**src/rtl/trigger_generator.sv**
```systemverilog
// Logic-analyzer trigger source: N-th masked level/edge match of i_data fires o_trigger.
// Latency: sample before edge k matched at edge k; all outputs registered (1 cycle).
// Backpressure: none; o_trigger holds high until i_arm, i_disarm or reset.
`ifndef DATA_WIDTH
`define DATA_WIDTH 8
`endif

module trigger_generator #(
    parameter int DATA_WIDTH  = `DATA_WIDTH,
    parameter int COUNT_WIDTH = 8
) (
    input  logic                   clk,
    input  logic                   reset,
    input  logic                   i_arm,
    input  logic                   i_disarm,
    input  logic [DATA_WIDTH-1:0]  i_data,
    input  logic [DATA_WIDTH-1:0]  i_value,
    input  logic [DATA_WIDTH-1:0]  i_mask,
    input  logic [DATA_WIDTH-1:0]  i_edge_mask,
    input  logic [COUNT_WIDTH-1:0] i_count,
    output logic                   o_trigger,
    output logic                   o_armed,
    output logic [COUNT_WIDTH-1:0] o_hits
);

    typedef enum logic [1:0] {
        IDLE  = 2'd0,
        ARMED = 2'd1,
        FIRED = 2'd2
    } state_t;

    state_t                 state, state_nxt;
    logic [COUNT_WIDTH-1:0] hits_nxt;
    logic [COUNT_WIDTH-1:0] hits_inc;
    logic                   load_cfg;

    logic [DATA_WIDTH-1:0]  cfg_value;
    logic [DATA_WIDTH-1:0]  cfg_mask;
    logic [DATA_WIDTH-1:0]  cfg_edge;
    logic [COUNT_WIDTH-1:0] cfg_count;

    logic [DATA_WIDTH-1:0]  prev_data;
    logic                   prev_valid;

    logic [DATA_WIDTH-1:0]  lvl_bits;
    logic [DATA_WIDTH-1:0]  edg_bits;
    logic                   level_ok;
    logic                   edge_ok;
    logic                   match;

    // Matching only ever looks at the shadow copy, never the live config inputs.
    assign lvl_bits = cfg_mask & ~cfg_edge;
    assign edg_bits = cfg_mask & cfg_edge;
    assign level_ok = (((i_data ^ cfg_value) & lvl_bits) == '0);
    assign edge_ok  = (edg_bits == '0) ||
                      (prev_valid &&
                       (((i_data ^ cfg_value) & edg_bits) == '0) &&
                       (((prev_data ^ cfg_value) & edg_bits) == edg_bits));
    assign match    = level_ok && edge_ok;
    assign hits_inc = o_hits + 1'b1;

    always_comb begin
        state_nxt = state;
        hits_nxt  = o_hits;
        load_cfg  = 1'b0;
        if (i_disarm) begin
            state_nxt = IDLE;
            hits_nxt  = '0;
        end else if (i_arm) begin
            state_nxt = ARMED;
            hits_nxt  = '0;
            load_cfg  = 1'b1;
        end else begin
            case (state)
                ARMED: begin
                    if (match) begin
                        hits_nxt = hits_inc;
                        if (hits_inc == cfg_count) begin
                            state_nxt = FIRED;
                        end
                    end
                end
                default: ;
            endcase
        end
    end

    always_ff @(posedge clk or posedge reset) begin
        if (reset) begin
            state     <= IDLE;
            o_hits    <= '0;
            o_trigger <= 1'b0;
            o_armed   <= 1'b0;
        end else begin
            state     <= state_nxt;
            o_hits    <= hits_nxt;
            o_trigger <= (state_nxt == FIRED);
            o_armed   <= (state_nxt == ARMED);
        end
    end

    always_ff @(posedge clk or posedge reset) begin
        if (reset) begin
            cfg_value <= '0;
            cfg_mask  <= '0;
            cfg_edge  <= '0;
            cfg_count <= '0;
        end else if (load_cfg) begin
            cfg_value <= i_value;
            cfg_mask  <= i_mask;
            cfg_edge  <= i_edge_mask;
            cfg_count <= (i_count == '0) ? COUNT_WIDTH'(1) : i_count;
        end
    end

    always_ff @(posedge clk or posedge reset) begin
        if (reset) begin
            prev_data  <= '0;
            prev_valid <= 1'b0;
        end else begin
            prev_data  <= i_data;
            prev_valid <= 1'b1;
        end
    end

endmodule

```
**config.mk**
```make
export PLATFORM = sky130hd
export DESIGN_NAME = trigger_generator
export DESIGN_NICKNAME = d
export VERILOG_FILES = /design/src/rtl/trigger_generator.sv
export SDC_FILE = /design/constraint.sdc
export NUM_CORES = 1
export LEC_CHECK = 0
export ABC_AREA = 1
export ABC_CLOCK_PERIOD_IN_PS = 4550
export BUFFER_PORTS_ARGS = -buffer_cell sky130_fd_sc_hd__buf_4
export CAP_MARGIN = 20
export CORE_UTILIZATION = 59
export CTS_CLUSTER_DIAMETER = 60
export DETAILED_ROUTE_END_ITERATION = 8
export HOLD_SLACK_MARGIN = 0.1
export PLACE_DENSITY_LB_ADDON = 0.25
export SLEW_MARGIN = 0
export SYNTH_ARGS = -nofsm -noshare
export SYNTH_HDL_FRONTEND = slang
export SYNTH_SLANG_ARGS = --single-unit
```
**constraint.sdc**
```tcl
create_clock -name clk -period 4.55 [get_ports clk]
set_clock_uncertainty 0.05 [all_clocks]
set_input_delay 0.6825 -clock clk [delete_from_list [all_inputs] [get_ports clk]]
set_output_delay 0.6825 -clock clk [all_outputs]
set_load 0.1 [all_outputs]
```
## After elaboration in Yosys (flattened, before gate mapping)

Index checks and enable logic that the tools add are counted.

| storage, ports and cells | value |
|---|---|
| flip-flop bits (word level) | 53 |
| output and inout bits | 10 |
| input bits | 44 |
| word-level logic and storage cells | 47 |

| cells by class | value |
|---|---|
| add/subtract/negate cells | 1 |
| mux-type cells | 12 |
| bitwise operators | 8 |
| reduce and logical (&&, ||, !) cells | 11 |
| equality and inequality tests | 5 |

Operator list:

| kind | number |
|---|---|
| $and 8x8->8 | 5 |
| $mux 8 | 5 |
| $logic_not 8->1 | 4 |
| $eq 8x8->1 | 2 |
| $xor 8x8->8 | 2 |
| $mux 2 | 5 |
| $add 8x1->8 const B | 1 |
| $not 8->8 | 1 |
| $reduce_bool 3->1 | 2 |
| $eq 2x1->1 const B | 2 |
| $logic_and 1x1->1 | 3 |
| $eq 2x2->1 const B | 1 |
| $mux 1 | 2 |
| $reduce_and 2->1 | 1 |
| $logic_or 1x1->1 | 1 |

## Longest topological paths before layout

Gate-level depths: netlist of run 1.

| logic depth | value |
|---|---|
| word-level depth | 12 |
| mapped depth | 15 |
| gate-level depth less buffers | 15 |

## Worst setup path before layout of run 1

No wires, ideal clock.

| timing path | value |
|---|---|
| kind | register to register |
| start | reg o_hits[0] |
| end | reg o_armed |
| arrival time | 2.326 ns |
| path buffers | 0 |
| cell stages (with the launch flop) | 15 |
| library setup time | 0.113 ns |
| clock period less this slack | 2.490 ns |
| required time | 4.387 ns |
| setup slack | 2.060 ns |
| cells stage by stage | dfrtp_1 > ha_1 > nand2_1 > inv_1 > nand3_1 > nand3b_1 > nand2_1 > nor2_1 > nand2_1 > nor2_1 > nand4_1 > nand2_1 > nand2_1 > nand2_1 > inv_1 |

| between the ends | value |
|---|---|
| cells in the longest elaborated chain, start to end | 8 |

Ends and longest elaborated chain:

| item | line | source |
|---|---|---|
| from (decl) | 23 | `output logic [COUNT_WIDTH-1:0] o_hits` |
| from (signal assigned) | 96 | `o_hits <= hits_nxt;` |
| $add 8x1->8 | 60 | `assign hits_inc = o_hits + 1'b1;` |
| $eq 8x8->1 | 78 | `if (hits_inc == cfg_count) begin` |
| $mux 2 | 78 |  |
| $mux 2 | 76 | `if (match) begin` |
| $mux 2 | 74 | `case (state)` |
| $mux 2 | 69 | `end else if (i_arm) begin` |
| $mux 2 | 66 | `if (i_disarm) begin` |
| $eq 2x1->1 | 98 | `o_armed <= (state_nxt == ARMED);` |
| to (signal assigned) | 98 |  |
| to (decl) | 22 | `output logic o_armed,` |

Every way passes these cells.
A chain may end at the register's enable or synchronous reset.

## Worst setup path after layout of run 1

Same ends and word-level chain as after synthesis.

==> flow_summary_export.csv, run 1 <==
group,metric,value,unit
synthesis,syn-num-nets,387,
synthesis,seq_area_frac_synth,0.485,
sta,rsz0062_at_grt,"no",
floorplanning,dieArea,0.00491,mm^2
routing,wl_per_cell,13.0,um
synthesis,synth_enable_flop_cells,0,
grt,first_global_vias,2305,
sta,max-slew-margin-rel,0.328,
setup_path,cp-end-kind,"flip-flop",
routing,dr.first_iter.drc_count,121,
floorplanning,fp.dieH,70.1,um
synthesis,asyncSetResetFlopFracSynth,1.00,
cts,cts_resized,0,
grt,gr-total-overflow,0,
setup_path,worst_ep_arrival_time,2.23,ns
placed_design,place_ws,2.37,ns
grt,grt_first_pass_wirelength,9940,um
synthesis,netlist_top_cells_count,"sky130_fd_sc_hd__nand2_1, sky130_fd_sc_hd__inv_1, sky130_fd_sc_hd__dfrtp_1, sky130_fd_sc_hd__nand3_1, sky130_fd_sc_hd__nor2_1",
setup_path,start_kind,"flip-flop",
routing,number_of_detailed_routing_iterations_run_before_antenna_repair,4,
power_and_ir_drop,pwr_density_cell,316,mW/mm^2
synthesis,synthMostInstantiatedCell,"sky130_fd_sc_hd__nand2_1",
placed_design,gp_routability_congestion,0.847,
sta,clock.fmax,484,MHz
setup_path,critical_path.max_fanout,5,
final_layout,num-fill-cells,339,
synthesis,synth_warnings,0,
flow_run,cap_viol_max_count,0,
sta,tightestPinTransition,1.00,ns
grt,grt_antenna_before_repair,0,
sta,finalSetupTns,0,ns
power_and_ir_drop,vdd_ir_drop_max,0.231,mV
synthesis,synthTopCellsByArea,"sky130_fd_sc_hd__dfrtp_1, sky130_fd_sc_hd__nand2_1, sky130_fd_sc_hd__inv_1",
synthesis,count_of_different_cell_masters_after_synthesis,28,
floorplanning,design.portCount,54,
min_path,worst_hold_path_type,"in -> async",
final_layout,drive_above_1_share,0.208,
floorplanning,initial_core_util,0.619,
synthesis,synthDominantAreaCellType,"sky130_fd_sc_hd__dfrtp_1",
sta,crit_share_post_route,0.454,
synthesis,syn-cell-area,0.00273,mm^2
final_layout,area_growth,20.7,%
sta,min_period,2.06,ns
sta,worst_slack,2.49,ns
cts,post_cts.repair.setup_buffers,0,
routing,drt_drc_violations_left,0,
cts,cts_hold_buffers,0,
sta,timing_max_transition_violations_final,0,
synthesis,dominantRegCellSynth,"sky130_fd_sc_hd__dfrtp_1",
placed_design,port_buffers,53,
cts,cts_inserted_buffers,5,
setup_path,timing.setup.critical_path_class,"reg -> reg",
outcome,outcome,"complete, no violations",
setup_path,critPathLaunch,"o_hits[0]",
cts,cts.clk_slew.worst_paths,0.09,ns
setup_path,worst_r2r_startpoint,"o_hits[0]",
final_layout,n_antenna_cell,0,
routing,avgViaCountPerCell,5.27,
floorplanning,placementRows,24,
routing,ant_nets,0,
cts,tritoncts_num_sinks,53,
routing,routed_wl,5880,um
routing,vias,2376,
floorplanning,die_x,70.1,um
synthesis,yosys_register_bits,53,
synthesis,syn_inst,342,
grt,grt_max_degree,55,
power_and_ir_drop,leakage,0.00176,uW
final_layout,layout.nets,443,
cts,clock_root_buffer,"sky130_fd_sc_hd__clkbuf_8",
setup_path,critPathRequiredTime,4.71,ns
cts,cts_buffer_depth,2,
sta,report.final.hold_viol_count,0,
cts,cts_max_level,2,
cts,tritoncts,"done",
synthesis,proportion_of_netlist_area_held_by_the_largest_area_contributor,0.485,
floorplanning,fp.coreArea,0.00441,mm^2
grt,grtUsageTotal,0.256,
sta,timing.final.setup_violations,0,
cts,clk_latency,0.31,ns
placed_design,hpwlAfterDp,4350,um
synthesis,syn_area_per_cell,7.99,um^2
-- flip-flops by register name (all words and copies together), names as in the netlist --
name and flops:
cfg_edge 8, cfg_mask 8, cfg_count 8, o_hits 8
state 2, prev_data 8, prev_valid 1, cfg_value 8
o_trigger 1, o_armed 1
-- area by class of cell --
| class | instances | area (um^2) | area share |
|---|---|---|---|
| repair buffers | 54 | 418 | 0.127 |
| flip-flops and latches | 53 | 1330 | 0.402 |
| clock inverters | 1 | 5.00 | 0.00152 |
| inverters | 56 | 210 | 0.0637 |
| clock buffers | 7 | 96.3 | 0.0292 |
| well taps | 52 | 65.1 | 0.0197 |
| multi-input cells | 228 | 1180 | 0.357 |
-- layer usage --
layer	vias up	routed length, um	GRT usage
met2	63	2810	0.418
li1	1193	-	-
met1	1109	2690	0.341
met3	11	260	0.0548
met5	-	0	0
met4	0	124	0.0800
-- worst max-delay path, stage by stage, from the launching register on --
cell and delay, ns:
sky130_fd_sc_hd__dfrtp_1 0.45, sky130_fd_sc_hd__ha_1 0.25, sky130_fd_sc_hd__nand2_1 0.13, sky130_fd_sc_hd__inv_1 0.10, sky130_fd_sc_hd__nor2_1 0.18, sky130_fd_sc_hd__xor2_1 0.09, sky130_fd_sc_hd__nor2_1 0.10, sky130_fd_sc_hd__nand3_1 0.08
sky130_fd_sc_hd__nor2_1 0.14, sky130_fd_sc_hd__nand4_1 0.09, sky130_fd_sc_hd__nand2_1 0.08, sky130_fd_sc_hd__nand2_1 0.09, sky130_fd_sc_hd__nand2_1 0.10, sky130_fd_sc_hd__inv_1 0.04
-- where the power goes --
group | leakage (uW) | switching, uW | internal [uW]
registers | 0.000633 | 31.8 | 514
logic | 0.00108 | 119 | 90.4
clock network | 0.0000542 | 150 | 138
-- metrics by stage --
step                hold slack, ns  total power [uW]  std cells  utilization  cell area [um^2]
floorplan                    0.403               690        342            -              2730
CTS                          0.438              1050        450        0.743              3280
global placement             0.421               751        442        0.720              3180
global route                 0.323              1090        451        0.748              3300
detailed placement           0.435               761        442        0.720              3180
finish                       0.309              1040        451        0.748              3300
-- cells by family (layout without fill, tap and decap cells) --
family | after synthesis | count (layout) | share of synthesized area
mux | 11 | 11 | 0.0453
compound gates | 30 | 30 | 0.0622
xor+xnor | 7 | 7 | 0.0224
flops | 53 | 53 | 0.485
buf+inv | 61 | 118 | 0.0842
other cells | 1 | 1 | 0.00137
simple gates | 178 | 178 | 0.295
fa+ha+maj | 1 | 1 | 0.00458
-- final timing paths --
check | cells after the start | slack (ns) | endpoint
setup / recovery | 13 | 2.49 | o_armed
hold / removal | 2 | 0.31 | cfg_mask[3]
setup reg to reg | 13 | 2.49 | o_armed
hold reg to reg | 2 | 0.45 | cfg_count[3]
max in group asynchronous | 3 | 3.63 | cfg_value[1]
min in group clk | 1 | 0.44 | prev_data[0]
-- cells in the final DEF (no fill, tap or decap), drive strengths merged --
cell / synthesis / layout
nor4: 1 / 1
clkinv: 0 / 1
o21bai: 1 / 1
xor2: 5 / 5
a21oi: 17 / 17
a41oi: 1 / 1
clkbuf: 4 / 7
ha: 1 / 1
or2: 3 / 3
inv: 56 / 56
nand4: 12 / 12
buf: 1 / 54
nor3: 1 / 1
dfrtp: 53 / 53
a21boi: 1 / 1
o21ai: 10 / 10
nand3: 38 / 38
nor2: 37 / 37
mux2: 11 / 11
nand2: 83 / 83
conb: 1 / 1
nand3b: 3 / 3
xnor2: 2 / 2
(Power assumes the default switching activity.)
==> run 2: changes to the inputs <==
--- a/config.mk
+++ b/config.mk
@@ -5,11 +5,11 @@
 export SDC_FILE = /design/constraint.sdc
 export NUM_CORES = 1
 export LEC_CHECK = 0
-export ABC_AREA = 1
-export ABC_CLOCK_PERIOD_IN_PS = 4550
+export ABC_AREA = 0
+export ABC_CLOCK_PERIOD_IN_PS = 2100
 export BUFFER_PORTS_ARGS = -buffer_cell sky130_fd_sc_hd__buf_4
 export CAP_MARGIN = 20
-export CORE_UTILIZATION = 59
+export CORE_UTILIZATION = 54
 export CTS_CLUSTER_DIAMETER = 60
 export DETAILED_ROUTE_END_ITERATION = 8
 export HOLD_SLACK_MARGIN = 0.1
==> constraint.sdc (replaced) <==
create_clock -name clk -period 2.1 [get_ports clk]
set_clock_uncertainty 0.05 [all_clocks]
set_input_delay 0.315 -clock clk [delete_from_list [all_inputs] [get_ports clk]]
set_output_delay 0.315 -clock clk [all_outputs]
set_load 0.1 [all_outputs]
==> run 2 against run 1 <==
- the run now ends with design-rule violations, negative setup slack left
- sequential power grew 120%
- non-clock buffer count grew 18
- register-to-register slack worse by 2.5 ns
- final cell count is 20% lower
- critical path depth shrank 7
- first-iteration DRC count grew 12%
- global-route usage shrank 0.077 points
- power increased by 120%
- die area grew 3.7%
- hold slack got worse by 0.19 ns
- via count shrank 12%
- critical path type unchanged
- critical endpoint is now o_hits[2]
- largest cell class unchanged
- highest routed layer unchanged
==> flow_summary_export.csv, run 2 <==
group,metric,value,unit
placed_design,place_ws,-0.0642,ns
final_layout,n_antenna_cell,0,
final_layout,layoutNonFillerInstCount,360,
synthesis,synthTopCellsByArea,"sky130_fd_sc_hd__dfrtp_1, sky130_fd_sc_hd__mux2_2, sky130_fd_sc_hd__xnor2_1",
sta,min_period,2.15,ns
sta,worst_slack,-0.0496,ns
synthesis,synthMostInstantiatedCell,"sky130_fd_sc_hd__dfrtp_1",
synthesis,asyncSetResetFlopFracSynth,1.00,
synthesis,synth_enable_flop_cells,0,
floorplanning,fp.dieH,71.3,um
final_layout,layout.cells.most_common_list,"sky130_fd_sc_hd__buf_4, sky130_fd_sc_hd__dfrtp_1, sky130_fd_sc_hd__mux2_2",
floorplanning,die_x,71.3,um
routing,drt_drc_violations_left,3,
synthesis,syn-num-nets,278,
grt,grt_first_pass_wirelength,9870,um
sta,report.final.hold_viol_count,0,
sta,rsz0062_at_grt,"yes",
grt,grt_max_degree,54,
min_path,worst_hold_path_type,"in -> reg",
setup_path,start_kind,"flip-flop",
synthesis,yosys_register_bits,53,
min_path,hold_path.startpoint,"i_data[1]",
outcome,violated_checks,"design-rule violations, negative setup slack",
setup_path,critPathRequiredTime,2.28,ns
placed_design,placed_cells,337,
placed_design,gp_routability_congestion,0.786,
final_layout,mostFrequentLayoutCell,"sky130_fd_sc_hd__buf_4",
flow_run,cap_viol_max_count,0,
final_layout,multi_input_comb_area,0.00130,mm^2
min_path,worstHoldPathCells,1,
setup_path,critical_path.max_fanout,7,
routing,dr.first_iter.drc_count,136,
synthesis,netlist_top_cells_count,"sky130_fd_sc_hd__dfrtp_1, sky130_fd_sc_hd__mux2_2, sky130_fd_sc_hd__nor2_1, sky130_fd_sc_hd__nand2_1, sky130_fd_sc_hd__xnor2_1",
synthesis,count_of_different_cell_masters_after_synthesis,42,
routing,avgViaCountPerCell,5.81,
grt,grt_antenna_before_repair,0,
synthesis,dominantRegCellSynth,"sky130_fd_sc_hd__dfrtp_1",
sta,hold_slack,0.118,ns
cts,cts_max_level,2,
setup_path,reg2reg_slack,-0.05,ns
final_layout,drive_above_1_share,0.409,
sta,crit_share_post_route,1.02,
floorplanning,design.portCount,54,
setup_path,cp-end-kind,"flip-flop",
cts,cts_buffer_depth,2,
synthesis,synth_warnings,0,
routing,ant_nets,0,
grt,grtUsageTotal,0.255,
synthesis,syn_area_per_cell,11.1,um^2
setup_path,worst_r2r_startpoint,"cfg_value[2]",
grt,first_global_vias,2144,
floorplanning,placementRows,24,
min_path,timing.hold.worst_endpoint,"prev_data[1]",
cts,tritoncts_num_sinks,53,
sta,timing_max_transition_violations_final,0,
cts,clock_root_buffer,"sky130_fd_sc_hd__clkbuf_8",
synthesis,proportion_of_netlist_area_held_by_the_largest_area_contributor,0.511,
final_layout,seqCellArea,0.00133,mm^2
synthesis,synthDominantAreaCellType,"sky130_fd_sc_hd__dfrtp_1",
synthesis,syn_inst,233,
setup_path,timing.setup.critical_path_class,"reg -> reg",
routing,wl_per_cell,16.3,um
routing,routed_wl,5860,um
cts,cts.clk_slew.worst_paths,0.09,ns
setup_path,timing.rr.end,"o_hits[2]",
routing,vias,2092,
power_and_ir_drop,total_power,2330,uW
final_layout,area_growth,30.4,%
power_and_ir_drop,leakage,0.00146,uW
cts,cts_inserted_buffers,5,
grt,gr-total-overflow,0,
placed_design,hpwlAfterDp,3920,um
final_layout,layout.nets,352,
cts,tritoncts,"done",
synthesis,seq_area_frac_synth,0.511,
floorplanning,fp.coreArea,0.00447,mm^2
setup_path,r2r.worst_path.cells,6,
final_layout,num-fill-cells,295,
floorplanning,dieArea,0.00509,mm^2
power_and_ir_drop,pwr_density_cell,689,mW/mm^2
sta,timing.final.setup_violations,6,
routing,number_of_detailed_routing_iterations_run_before_antenna_repair,7,
synthesis,syn-cell-area,0.00260,mm^2
cts,clk_latency,0.30,ns
outcome,outcome,"complete, but fails checks",
sta,clock.fmax,465,MHz
floorplanning,initial_core_util,0.580,
setup_path,worst_ep_arrival_time,2.33,ns
placed_design,port_buffers,53,
power_and_ir_drop,vdd_ir_drop_max,0.462,mV
==> run 2: through the flow <==
step	TNS, ns	util	area [um^2]
global route	-0.895	0.757	3390
finish	-0.259	0.757	3390
global placement	-0.0235	0.692	3100
floorplan	0	-	2620
CTS	-0.109	0.739	3310
detailed placement	-0.293	0.692	3100
==> run 2: worst max-delay path: stages (launching register included) <==
cell and delay (ns):
sky130_fd_sc_hd__dfrtp_2 0.46, sky130_fd_sc_hd__nor4bb_4 0.29, sky130_fd_sc_hd__a211oi_2 0.09, sky130_fd_sc_hd__nor4_2 0.33, sky130_fd_sc_hd__a21oi_2 0.19, sky130_fd_sc_hd__or4_4 0.55
sky130_fd_sc_hd__a21oi_2 0.13
==> run 2: cell families after synthesis <==
| group | synth area share |
|---|---|
| compound gates | 0.106 |
| xor+xnor | 0.0675 |
| fa+ha+maj | 0.00482 |
| buf+inv | 0.0279 |
| flops | 0.511 |
| mux | 0.121 |
| other cells | 0.00144 |
| simple gates | 0.160 |
==> run 2: timing repair <==
item / CTS / global route
hold endpoints to repair: 60 / 0
endpoints found under the setup margin: 8 / 12
hold buffers: 8 / 0
pin swaps: 1 / 16
gates cloned: 2 / 0
setup buffers: 4 / 1
gates resized for setup: 2 / 16
==> run 2: metal layers <==
metal  track usage  vias to the layer above  wire length (um)
met5             0                        -                 0
met4        0.0844                        0                68
met3        0.0478                        7               276
met2         0.446                       70              3070
met1         0.320                     1019              2440
li1              -                      996                 -
==> run 2: how the worst max path moves through the flow <==
stage	start	endpoint	slack, ns
after floorplan	o_hits[0]	o_trigger	0.004
after global placement	i_data[2]	o_armed	-0.01
after detailed placement	i_data[3]	o_armed	-0.06
after CTS	cfg_value[2]	o_armed	-0.05
after global routing	cfg_value[2]	o_hits[4]	-0.13
final	cfg_value[2]	o_hits[2]	-0.05
==> run 2: layout make-up <==
type / instances / share of cell area
clock buffers: 8 / 0.0237
inverters: 8 / 0.00887
multi-input cells: 167 / 0.385
flip-flops and latches: 53 / 0.394
well taps: 52 / 0.0192
repair buffers: 72 / 0.169
==> run 2: where the power goes <==
group          internal [uW]  switching [uW]  leakage [uW]  total, uW
logic                    301             279      0.000784        580
registers               1120            84.8      0.000637       1210
clock network            238             309     0.0000395        546
